### src/rtl/hdmi_pkg.sv
// Shared definitions for the HDMI video-timing sequencer: config field
// indices, sequencer states and the 640x480@60 default raster.
package hdmi_pkg;

  // cfg_addr field select
  localparam logic [2:0] CFG_H_ACTIVE = 3'd0;
  localparam logic [2:0] CFG_H_FP     = 3'd1;
  localparam logic [2:0] CFG_H_SYNC   = 3'd2;
  localparam logic [2:0] CFG_H_BP     = 3'd3;
  localparam logic [2:0] CFG_V_ACTIVE = 3'd4;
  localparam logic [2:0] CFG_V_FP     = 3'd5;
  localparam logic [2:0] CFG_V_SYNC   = 3'd6;
  localparam logic [2:0] CFG_V_BP     = 3'd7;

  // Per-axis field index (low two bits of cfg_addr; bit 2 picks the axis)
  localparam logic [1:0] AX_ACTIVE = 2'd0;
  localparam logic [1:0] AX_FP     = 2'd1;
  localparam logic [1:0] AX_SYNC   = 2'd2;
  localparam logic [1:0] AX_BP     = 2'd3;

  // Sequencer states
  typedef enum logic [1:0] {
    ST_IDLE     = 2'd0,
    ST_RUN      = 2'd1,
    ST_STOPPING = 2'd2
  } state_e;

  // 640x480@60 defaults
  localparam int DEF_H_ACTIVE = 640;
  localparam int DEF_H_FP     = 16;
  localparam int DEF_H_SYNC   = 96;
  localparam int DEF_H_BP     = 48;
  localparam int DEF_V_ACTIVE = 480;
  localparam int DEF_V_FP     = 10;
  localparam int DEF_V_SYNC   = 2;
  localparam int DEF_V_BP     = 33;

  // A zero-length field would collapse the raster, so zero is stored as one.
  function automatic logic [9:0] nz_field(input logic [9:0] d);
    if (d == 10'd0) begin
      return 10'd1;
    end else begin
      return d;
    end
  endfunction

endpackage

### src/rtl/hdmi_axis_counter.sv
// One raster axis: shadow and active timing fields, the total adder, the
// last-position compare and the active/sync window decode for a counter
// value supplied by the sequencer.
module hdmi_axis_counter
  import hdmi_pkg::*;
#(
  parameter int CW         = 12,
  parameter int DEF_ACTIVE = DEF_H_ACTIVE,
  parameter int DEF_FP     = DEF_H_FP,
  parameter int DEF_SYNC   = DEF_H_SYNC,
  parameter int DEF_BP     = DEF_H_BP
) (
  input  logic          i_clk,
  input  logic          i_rst_n,
  input  logic          i_wr_en,
  input  logic [1:0]    i_wr_sel,
  input  logic [9:0]    i_wr_data,
  input  logic          i_load,
  input  logic [CW-1:0] i_cnt,
  output logic          o_last,
  output logic          o_in_active,
  output logic          o_in_sync
);

  logic [9:0]    r_sh_act, r_sh_fp, r_sh_sync, r_sh_bp;
  logic [9:0]    r_act_act, r_act_fp, r_act_sync, r_act_bp;
  logic [9:0]    w_sh_act_nxt, w_sh_fp_nxt, w_sh_sync_nxt, w_sh_bp_nxt;
  logic [CW-1:0] w_sync_start, w_sync_end, w_total;

  // Shadow next value; a write merges here so a same-cycle load sees it
  always_comb begin
    w_sh_act_nxt  = r_sh_act;
    w_sh_fp_nxt   = r_sh_fp;
    w_sh_sync_nxt = r_sh_sync;
    w_sh_bp_nxt   = r_sh_bp;
    if (i_wr_en) begin
      case (i_wr_sel)
        AX_ACTIVE: w_sh_act_nxt  = i_wr_data;
        AX_FP:     w_sh_fp_nxt   = i_wr_data;
        AX_SYNC:   w_sh_sync_nxt = i_wr_data;
        AX_BP:     w_sh_bp_nxt   = i_wr_data;
        default:   w_sh_act_nxt  = r_sh_act;
      endcase
    end else begin
      w_sh_act_nxt = r_sh_act;
    end
  end

  // Shadow and active field registers; active copies shadow on load
  always_ff @(posedge i_clk or negedge i_rst_n) begin
    if (!i_rst_n) begin
      r_sh_act   <= 10'(DEF_ACTIVE);
      r_sh_fp    <= 10'(DEF_FP);
      r_sh_sync  <= 10'(DEF_SYNC);
      r_sh_bp    <= 10'(DEF_BP);
      r_act_act  <= 10'(DEF_ACTIVE);
      r_act_fp   <= 10'(DEF_FP);
      r_act_sync <= 10'(DEF_SYNC);
      r_act_bp   <= 10'(DEF_BP);
    end else begin
      r_sh_act  <= w_sh_act_nxt;
      r_sh_fp   <= w_sh_fp_nxt;
      r_sh_sync <= w_sh_sync_nxt;
      r_sh_bp   <= w_sh_bp_nxt;
      if (i_load) begin
        r_act_act  <= w_sh_act_nxt;
        r_act_fp   <= w_sh_fp_nxt;
        r_act_sync <= w_sh_sync_nxt;
        r_act_bp   <= w_sh_bp_nxt;
      end
    end
  end

  // Window edges and total; at most 4*1023, which fits in CW >= 12 bits
  assign w_sync_start = CW'(r_act_act) + CW'(r_act_fp);
  assign w_sync_end   = w_sync_start + CW'(r_act_sync);
  assign w_total      = w_sync_end + CW'(r_act_bp);

  assign o_last      = (i_cnt == (w_total - CW'(1'b1)));
  assign o_in_active = (i_cnt < CW'(r_act_act));
  assign o_in_sync   = (i_cnt >= w_sync_start) && (i_cnt < w_sync_end);

endmodule

### src/rtl/hdmi_timing_ctrl.sv
// Programmable video-timing sequencer for the 25 MHz HDMI pixel domain.
// Produces raster counters and registered sync/active strobes; timing changes
// are staged in shadow fields and committed only at a frame boundary.
module hdmi_timing_ctrl
  import hdmi_pkg::*;
#(
  parameter int CW       = 12,
  parameter bit SYNC_POL = 1'b0,
  parameter int H_ACTIVE = DEF_H_ACTIVE,
  parameter int H_FP     = DEF_H_FP,
  parameter int H_SYNC   = DEF_H_SYNC,
  parameter int H_BP     = DEF_H_BP,
  parameter int V_ACTIVE = DEF_V_ACTIVE,
  parameter int V_FP     = DEF_V_FP,
  parameter int V_SYNC   = DEF_V_SYNC,
  parameter int V_BP     = DEF_V_BP
) (
  input  logic          clock_25,
  input  logic          reset_n,
  input  logic          enable,
  input  logic          cfg_valid,
  output logic          cfg_ready,
  input  logic [2:0]    cfg_addr,
  input  logic [9:0]    cfg_data,
  input  logic          cfg_commit,
  output logic          cfg_pending,
  output logic [CW-1:0] contX,
  output logic [CW-1:0] contY,
  output logic          syncH,
  output logic          syncV,
  output logic          actvA,
  output logic          frame_start
);

  state_e        r_state, w_state_nxt;
  logic [CW-1:0] r_cx, r_cy, w_cx_nxt, w_cy_nxt, w_cx_adv, w_cy_adv;
  logic          r_pending, r_ready, w_pending_nxt, w_load;
  logic          r_actv, r_sync_h, r_sync_v, r_fs;
  logic          w_wr_fire;
  logic [9:0]    w_wr_data;
  logic          w_h_last, w_v_last, w_h_act, w_v_act, w_h_sync, w_v_sync;
  logic          w_wrap;

  assign w_wr_fire = cfg_valid & ~r_pending;
  assign w_wr_data = nz_field(cfg_data);

  hdmi_axis_counter #(
    .CW(CW), .DEF_ACTIVE(H_ACTIVE), .DEF_FP(H_FP), .DEF_SYNC(H_SYNC), .DEF_BP(H_BP)
  ) u_h_axis (
    .i_clk       (clock_25),
    .i_rst_n     (reset_n),
    .i_wr_en     (w_wr_fire & ~cfg_addr[2]),
    .i_wr_sel    (cfg_addr[1:0]),
    .i_wr_data   (w_wr_data),
    .i_load      (w_load),
    .i_cnt       (r_cx),
    .o_last      (w_h_last),
    .o_in_active (w_h_act),
    .o_in_sync   (w_h_sync)
  );

  hdmi_axis_counter #(
    .CW(CW), .DEF_ACTIVE(V_ACTIVE), .DEF_FP(V_FP), .DEF_SYNC(V_SYNC), .DEF_BP(V_BP)
  ) u_v_axis (
    .i_clk       (clock_25),
    .i_rst_n     (reset_n),
    .i_wr_en     (w_wr_fire & cfg_addr[2]),
    .i_wr_sel    (cfg_addr[1:0]),
    .i_wr_data   (w_wr_data),
    .i_load      (w_load),
    .i_cnt       (r_cy),
    .o_last      (w_v_last),
    .o_in_active (w_v_act),
    .o_in_sync   (w_v_sync)
  );

  // The last pixel of the frame, only meaningful while the raster is moving
  assign w_wrap = (r_state != ST_IDLE) & w_h_last & w_v_last;

  // One-step raster advance used by both RUN and STOPPING
  assign w_cx_adv = w_h_last ? {CW{1'b0}} : (r_cx + CW'(1'b1));
  assign w_cy_adv = w_h_last ? (w_v_last ? {CW{1'b0}} : (r_cy + CW'(1'b1))) : r_cy;

  // Commit control: immediate in IDLE, otherwise deferred to the frame wrap
  always_comb begin
    w_load        = 1'b0;
    w_pending_nxt = r_pending;
    if (r_state == ST_IDLE) begin
      w_load = cfg_commit | r_pending;
    end else begin
      w_load = w_wrap & r_pending;
    end
    if (w_load) begin
      w_pending_nxt = 1'b0;
    end else if (cfg_commit) begin
      w_pending_nxt = 1'b1;
    end else begin
      w_pending_nxt = r_pending;
    end
  end

  // Sequencer next state and counter values
  always_comb begin
    w_state_nxt = r_state;
    w_cx_nxt    = r_cx;
    w_cy_nxt    = r_cy;
    case (r_state)
      ST_IDLE: begin
        w_cx_nxt = {CW{1'b0}};
        w_cy_nxt = {CW{1'b0}};
        if (enable) begin
          w_state_nxt = ST_RUN;
        end else begin
          w_state_nxt = ST_IDLE;
        end
      end
      ST_RUN: begin
        w_cx_nxt = w_cx_adv;
        w_cy_nxt = w_cy_adv;
        if (!enable) begin
          w_state_nxt = ST_STOPPING;
        end else begin
          w_state_nxt = ST_RUN;
        end
      end
      ST_STOPPING: begin
        w_cx_nxt = w_cx_adv;
        w_cy_nxt = w_cy_adv;
        if (enable) begin
          w_state_nxt = ST_RUN;
        end else if (w_wrap) begin
          w_state_nxt = ST_IDLE;
        end else begin
          w_state_nxt = ST_STOPPING;
        end
      end
      default: begin
        w_state_nxt = ST_IDLE;
        w_cx_nxt    = {CW{1'b0}};
        w_cy_nxt    = {CW{1'b0}};
      end
    endcase
  end

  // Sequencer state, counters and the frame-start pulse
  always_ff @(posedge clock_25 or negedge reset_n) begin
    if (!reset_n) begin
      r_state <= ST_IDLE;
      r_cx    <= {CW{1'b0}};
      r_cy    <= {CW{1'b0}};
      r_fs    <= 1'b0;
    end else begin
      r_state <= w_state_nxt;
      r_cx    <= w_cx_nxt;
      r_cy    <= w_cy_nxt;
      r_fs    <= (w_state_nxt == ST_RUN) && (w_cx_nxt == {CW{1'b0}}) && (w_cy_nxt == {CW{1'b0}});
    end
  end

  // Commit-pending flag and its complement on the config handshake
  always_ff @(posedge clock_25 or negedge reset_n) begin
    if (!reset_n) begin
      r_pending <= 1'b0;
      r_ready   <= 1'b1;
    end else begin
      r_pending <= w_pending_nxt;
      r_ready   <= ~w_pending_nxt;
    end
  end

  // Strobes decode the counters one cycle late; held deasserted in IDLE
  always_ff @(posedge clock_25 or negedge reset_n) begin
    if (!reset_n) begin
      r_actv   <= 1'b0;
      r_sync_h <= SYNC_POL;
      r_sync_v <= SYNC_POL;
    end else if (r_state == ST_IDLE) begin
      r_actv   <= 1'b0;
      r_sync_h <= SYNC_POL;
      r_sync_v <= SYNC_POL;
    end else begin
      r_actv   <= w_h_act & w_v_act;
      r_sync_h <= w_h_sync ^ SYNC_POL;
      r_sync_v <= w_v_sync ^ SYNC_POL;
    end
  end

  assign cfg_ready   = r_ready;
  assign cfg_pending = r_pending;
  assign contX       = r_cx;
  assign contY       = r_cy;
  assign syncH       = r_sync_h;
  assign syncV       = r_sync_v;
  assign actvA       = r_actv;
  assign frame_start = r_fs;

endmodule

### config.mk
export PLATFORM = sky130hd
export DESIGN_NAME = hdmi_timing_ctrl
export DESIGN_NICKNAME = d
export VERILOG_FILES = /design/src/rtl/hdmi_pkg.sv /design/src/rtl/hdmi_axis_counter.sv /design/src/rtl/hdmi_timing_ctrl.sv
export SDC_FILE = /design/constraint.sdc
export NUM_CORES = 1
export LEC_CHECK = 0
export CAP_MARGIN = 10
export CORE_MARGIN = 5
export CORE_UTILIZATION = 60
export CTS_BUF_LIST = sky130_fd_sc_hd__clkbuf_4
export CTS_CLUSTER_SIZE = 28
export DETAILED_ROUTE_END_ITERATION = 12
export GPL_TIMING_DRIVEN = 0
export PLACE_DENSITY = 0.79
export SYNTH_ARGS = -nofsm -noshare
export SYNTH_HDL_FRONTEND = slang
export SYNTH_SLANG_ARGS = --single-unit
export TNS_END_PERCENT = 10
### constraint.sdc
create_clock -name clock_25 -period 16.3 [get_ports clock_25]
set_input_delay 1.63 -clock clock_25 [delete_from_list [all_inputs] [get_ports clock_25]]
set_output_delay 1.63 -clock clock_25 [all_outputs]
set_load 0.1 [all_outputs]
After elaboration in Yosys (flattened, before gate mapping)
Index checks and enable logic that the tools add are counted.

Mux-type cells: 33. Add/subtract/negate cells: 10. Reductions and logical operators: 11. Bitwise logic cells: 11. Order comparisons: 6. Equal/unequal tests: 8.

Operator list (count): 10-bit 2-to-1 mux (17); 12-bit 2-to-1 mux (5); 12-bit by 10-bit adder with 12-bit output (4); 12-bit by 1-bit adder with 12-bit output, second input constant (2); 12-bit equality test (2); 12-bit greater-or-equal comparator (2); 12-bit logical NOT (2); 12-bit by 10-bit < comparator with 1-bit output (2); 12-bit < comparator (2); 12-bit by 1-bit subtractor with 12-bit output, second input constant (2); 10-bit by 10-bit adder with 11-bit output (2); 10-bit logical NOT (1); 1-bit bitwise AND (7); 1-bit 2-to-1 mux (7); 2-bit by 1-bit equality test with 1-bit output, second input constant (3); 2-bit equality test, second input constant (3); 2-bit 2-to-1 mux (3); 2-bit case mux with 3 select lines (1); 1-bit logical AND (4); 2-bit logical NOT (2); 1-bit inverter (3); 2-bit nonzero test (1); 2-bit OR reduction (1); 1-bit bitwise OR (1).

Output and inout port bits: 30. Input port bits: 18. Word-level logic and storage cells: 104. Register bits after elaboration: 192.

Logic depth before layout (Yosys ltp)
Word-level depth: 13. Depth in mapped cells: 27. Gate-level depth less buffers: 26.

Cells and area by module
Synthesis repeated with hierarchy kept, for this count alone.

Cells, all modules: 1137. Area, all modules: 12205.5 um^2.

Modules (own cells, without submodules): hdmi_axis_counter (u_v_axis) (instances 1, sequential area each 2024.4 um^2, area an instance 5246.3 um^2, cells an instance 481); hdmi_axis_counter (u_h_axis) (instances 1, sequential area each 2019.4 um^2, area an instance 5221.3 um^2, cells an instance 473); hdmi_timing_ctrl (instances 1, sequential area each 802.0 um^2, area an instance 1737.9 um^2, cells an instance 183).

Least setup slack after synthesis
OpenSTA, ideal clock, no wires.

Path kind: reg-to-reg. From: register u_v_axis.r_act_fp[1]. To: register u_h_axis.r_act_bp[9]. Period minus slack after synthesis: 5.596 ns. Cell stages (with the launch flop): 24. Setup slack: 10.704 ns. Required time: 16.175 ns. Arrival: 5.471 ns. Path buffers: 1. Library setup time: 0.125 ns. Path through: dfstp_2 -> inv_1 -> fa_1 -> inv_1 -> ha_1 -> a21o_1 -> a21oi_1 -> o21ai_0 -> a2111oi_0 -> nor2_1 -> xnor2_1 -> ha_1 -> inv_1 -> ha_1 -> nor3_1 -> nor2_1 -> a31o_2 -> a21oi_1 -> xor2_1 -> xnor2_1 -> xnor2_2 -> o31ai_4 -> buf_6 -> mux2_2.

Longest elaborated chain between the ends: 8.

Ends and longest elaborated chain: start, declared (line hdmi_axis_counter.sv:26) `logic [9:0] r_act_act, r_act_fp, r_act_sync, r_act_bp;`; start signal, assigned (line hdmi_axis_counter.sv:57) `r_act_fp <= 10'(DEF_FP);`; start signal, assigned (line hdmi_axis_counter.sv:67) `r_act_fp <= w_sh_fp_nxt;`; 10-bit by 10-bit adder with 11-bit output (line hdmi_axis_counter.sv:75) `assign w_sync_start = CW'(r_act_act) + CW'(r_act_fp);`; 12-bit by 10-bit adder with 12-bit output (line hdmi_axis_counter.sv:76) `assign w_sync_end = w_sync_start + CW'(r_act_sync);`; 12-bit by 10-bit adder with 12-bit output (line hdmi_axis_counter.sv:77) `assign w_total = w_sync_end + CW'(r_act_bp);`; 12-bit by 1-bit subtractor with 12-bit output (line hdmi_axis_counter.sv:79) `assign o_last = (i_cnt == (w_total - CW'(1'b1)));`; 12-bit equality test (line hdmi_axis_counter.sv:79); 1-bit bitwise AND (line hdmi_timing_ctrl.sv:78) `assign w_wrap = (r_state != ST_IDLE) & w_h_last & w_v_last;`; 1-bit bitwise AND (line hdmi_timing_ctrl.sv:91) `w_load = w_wrap & r_pending;`; 1-bit 2-to-1 mux (line hdmi_timing_ctrl.sv:88) `if (r_state == ST_IDLE) begin`; end signal, assigned (line hdmi_axis_counter.sv:59) `r_act_bp <= 10'(DEF_BP);`; end signal, assigned (line hdmi_axis_counter.sv:69) `r_act_bp <= w_sh_bp_nxt;`; end, declared (line hdmi_axis_counter.sv:26).

No other way between the ends. A chain may end at the register's enable or synchronous reset.

Worst setup path in the final report
From: register u_h_axis.r_act_act[0]. To: register u_h_axis.r_act_fp[5].

Longest elaborated chain between the ends: 9.

Ends and longest elaborated chain: start, declared (line hdmi_axis_counter.sv:26); start signal, assigned (line hdmi_axis_counter.sv:56) `r_act_act <= 10'(DEF_ACTIVE);`; start signal, assigned (line hdmi_axis_counter.sv:66) `r_act_act <= w_sh_act_nxt;`; 10-bit by 10-bit adder with 11-bit output (line hdmi_axis_counter.sv:75); 12-bit by 10-bit adder with 12-bit output (line hdmi_axis_counter.sv:76); 12-bit by 10-bit adder with 12-bit output (line hdmi_axis_counter.sv:77); 12-bit by 1-bit subtractor with 12-bit output (line hdmi_axis_counter.sv:79); 12-bit equality test (line hdmi_axis_counter.sv:79); 1-bit bitwise AND (2 in a row) (line hdmi_timing_ctrl.sv:78); 1-bit bitwise AND (line hdmi_timing_ctrl.sv:91); 1-bit 2-to-1 mux (line hdmi_timing_ctrl.sv:88); end signal, assigned (line hdmi_axis_counter.sv:57); end signal, assigned (line hdmi_axis_counter.sv:67); end, declared (line hdmi_axis_counter.sv:26).

No other way between the ends.

==> flow_summary.ini <==
[clock_tree]
clkSlewWorstSetupHoldPaths_ns = 0.15
numCtsBuffers = 17
cts_sinks = 192
clk_path_buf_depth = 2
cts_setup_buffers = 0
cts_tree = yes
cts_hold_buffers = 0
clkLatencyLatePin_ns = 0.62
cts_root_buf = clkbuf_4
post_cts_resized = 0
h-tree-depth = 4

[logic_synthesis]
async_flop_share_pct = 100.0
synth-edff-count = 0
yosysWarningCount = 0
syn-cell-area_um2 = 12390
avgSynthCellArea_um2 = 10.61
synth_cells = 1168
ys_seq_area_share_pct = 39.11
syn_nets = 1330
ys_ff_latch = 192
synthFlopType = dfrtp_1
synthDistinctLibCells = 61

[sta]
slew_headroom_pct = 34.08
tightest_slew_ns = 0.9857
min_period_ns = 6.693
finalMaxSlewViolations = 0
final.setup.tns_ns = 0
hold_viol = 0
setup_viol = 0
fin_skew_ns = 0.04142
rsz0062_at_grt = false
fmax_ghz = 0.1494
period_share_pct = 41.06

[setup_path]
crit_fanout = 10
cp-start-kind = flip-flop
crit_required_ns = 16.78
critPathKind = flip-flop to flip-flop
end_kind = flip-flop
cp_cell_sequence = ha_1 -> inv_1 -> fa_1 -> inv_1 -> ha_1 -> a211oi_1 -> o21bai_1 -> a21oi_1 -> o21bai_1 -> a21oi_1 -> xnor2_1 -> xor2_1 -> ha_1 -> a211o_1 -> o21ai_0 -> xnor2_1 -> nor4_1 -> nand3_1 -> nor2_4 -> nand4b_4 -> o31ai_4 -> buf_6 -> mux2_1
slowest_stage = o31ai_4
cpMostUsedCell = ha_1
crit_path_max_incr_delay_ns = 0.59
cp.arrival_ns = 7.17

[layout]
syn2layout_area_growth_pct = 9.150
finalInstanceArea_um2 = 13520
final_cell_mix = dfrtp_1, ha_1, mux2_2
drive_gt1_share_pct = 16.73
final_common_cell = dfrtp_1
post-route-util_pct = 66.62
layout.nets = 1398

[route]
dr_total_vias = 8672
dr.pass1.iters = 5
avgViaCountPerCell = 5.705
wire_per_inst_um = 17.58
initialDrtViolationCount = 377
drc = 0
wirelength_um = 26730
antenna_left = 0

[global_routing]
grt_max_degree = 114
antenna_found_initial = 1
overflow = 0
grt.total_usage_pct = 23.51
grt_pass1_wl_um = 44450
grt_pass1_vias = 8615

[place]
place_area_um2 = 13240
place.gp.congestion = 0.8907
portBuffers = 47
dp_hpwl_um = 20470

[min_path]
hold_class = flip-flop to flip-flop

[die]
dieArea_um2 = 23620
rows = 52
io_pins = 48
fp.dieW_um = 153.7
die_y_um = 153.7
start_util_pct = 61.03
coreArea_um2 = 20300

[run_status]
outcome = finished clean

[run]
cap_violations = 0
cells in the mapped netlist (all sizes together), types with 3 or more instances:
cell type / count / area, µm²
dfrtp: 159 / 3979
mux2: 152 / 1712
ha: 138 / 1727
inv: 120 / 450.4
xnor2: 69 / 611.8
nor2: 61 / 236.5
a21oi: 55 / 279.0
nand2: 46 / 172.7
a21o: 43 / 322.8
o21ai: 38 / 190.2
dfstp: 33 / 867.1
xor2: 33 / 289.0
nand3: 25 / 125.1
clkbuf: 24 / 90.09
nor3: 22 / 110.1
nand2b: 18 / 112.6
buf: 12 / 105.1
nand4: 11 / 68.82
o21bai: 10 / 75.07
a31oi: 9 / 56.30
nor4: 9 / 56.30
a211oi: 8 / 60.06
o31ai: 7 / 66.31
fa: 6 / 120.1
nor2b: 5 / 31.28
o211ai: 5 / 37.54
or2: 5 / 31.28
and2: 4 / 25.02
nor3b: 4 / 30.03
a211o: 3 / 26.28
o21a: 3 / 22.52
area by class of cell:
class | instances | area, µm²
flip-flops and latches | 192 | 4846
inverters | 120 | 450.4
multi-input cells | 820 | 6898
plain buffers | 36 | 195.2
clock inverters | 15 | 151.4
clock buffers | 17 | 127.6
repair buffers | 49 | 514.2
fillers | 1592 | 6777
diodes | 1 | 2.502
well taps | 270 | 337.8
worst paths after layout:
| check | from | to | slack (ns) | cells past startpoint |
|---|---|---|---|---|
| worst max register to register | u_h_axis.r_act_act[0]$_DFFE_PN0P_ | u_h_axis.r_act_fp[5]$_DFFE_PN0P_ | 9.61 | 23 |
| worst min-delay path | u_h_axis.r_sh_fp[3]$_DFF_PN0_ | u_h_axis.r_sh_fp[3]$_DFF_PN0_ | 0.51 | 1 |
| max in group asynchronous | reset_n | u_v_axis.r_sh_act[7]$_DFF_PN1_ | 14.31 | 2 |
| min in group asynchronous | reset_n | u_v_axis.r_act_bp[4]$_DFFE_PN0P_ | 1.09 | 1 |
| worst max-delay path | u_h_axis.r_act_act[0]$_DFFE_PN0P_ | u_h_axis.r_act_fp[5]$_DFFE_PN0P_ | 9.61 | 23 |
| worst min register to register | u_h_axis.r_sh_fp[3]$_DFF_PN0_ | u_h_axis.r_sh_fp[3]$_DFF_PN0_ | 0.51 | 1 |
kinds of logic (layout without fill, tap and decap cells):
kind of cell / Yosys count / after routing / share of synthesized area (%)
fa+ha+maj: 146 / 146 / 15.07
mux: 154 / 154 / 13.98
flops: 192 / 192 / 39.11
xor+xnor: 104 / 104 / 7.645
other cells: 0 / 1 / 0
buf+inv: 156 / 237 / 5.211
compound gates: 197 / 197 / 10.25
simple gates: 219 / 219 / 8.736
worst max-delay path: cells and delay by family, from the launching register on:
kind                     cells  cell delay [ns]
AO/OA/AOI/OAI                8             2.28
XOR/XNOR                     3             0.51
adder cells (fa/ha/maj)      4             1.43
buffers and inverters        3             0.40
flip-flops                   1             0.40
multiplexers                 1             0.34
AND/OR/NAND/NOR              4             1.22
routing by layer:
metal / routed length (µm) / global-route usage (%) / part of all wire, % / vias to the layer above
met5: 0 / 0 / 0 / -
met4: 758 / 8.242 / 2.8 / 0
met3: 1126 / 3.513 / 4.2 / 43
met2: 12320 / 37.87 / 46 / 157
met1: 12520 / 32.62 / 47 / 4265
li1: - / - / - / 4207
stage by stage:
stage	hold WS (ns)	worst slack, ns	cells
after CTS	0.5112	9.675	1519
after global routing	0.5256	9.148	1520
after floorplan	0.4493	10.70	1168
final	0.5072	9.607	1520
after detailed placement	0.4773	9.733	1487
after global placement	0.4671	5.907	1485
Power is not shown: default switching activity piles up to over one toggle a cycle in this logic, so the estimate is an artifact.
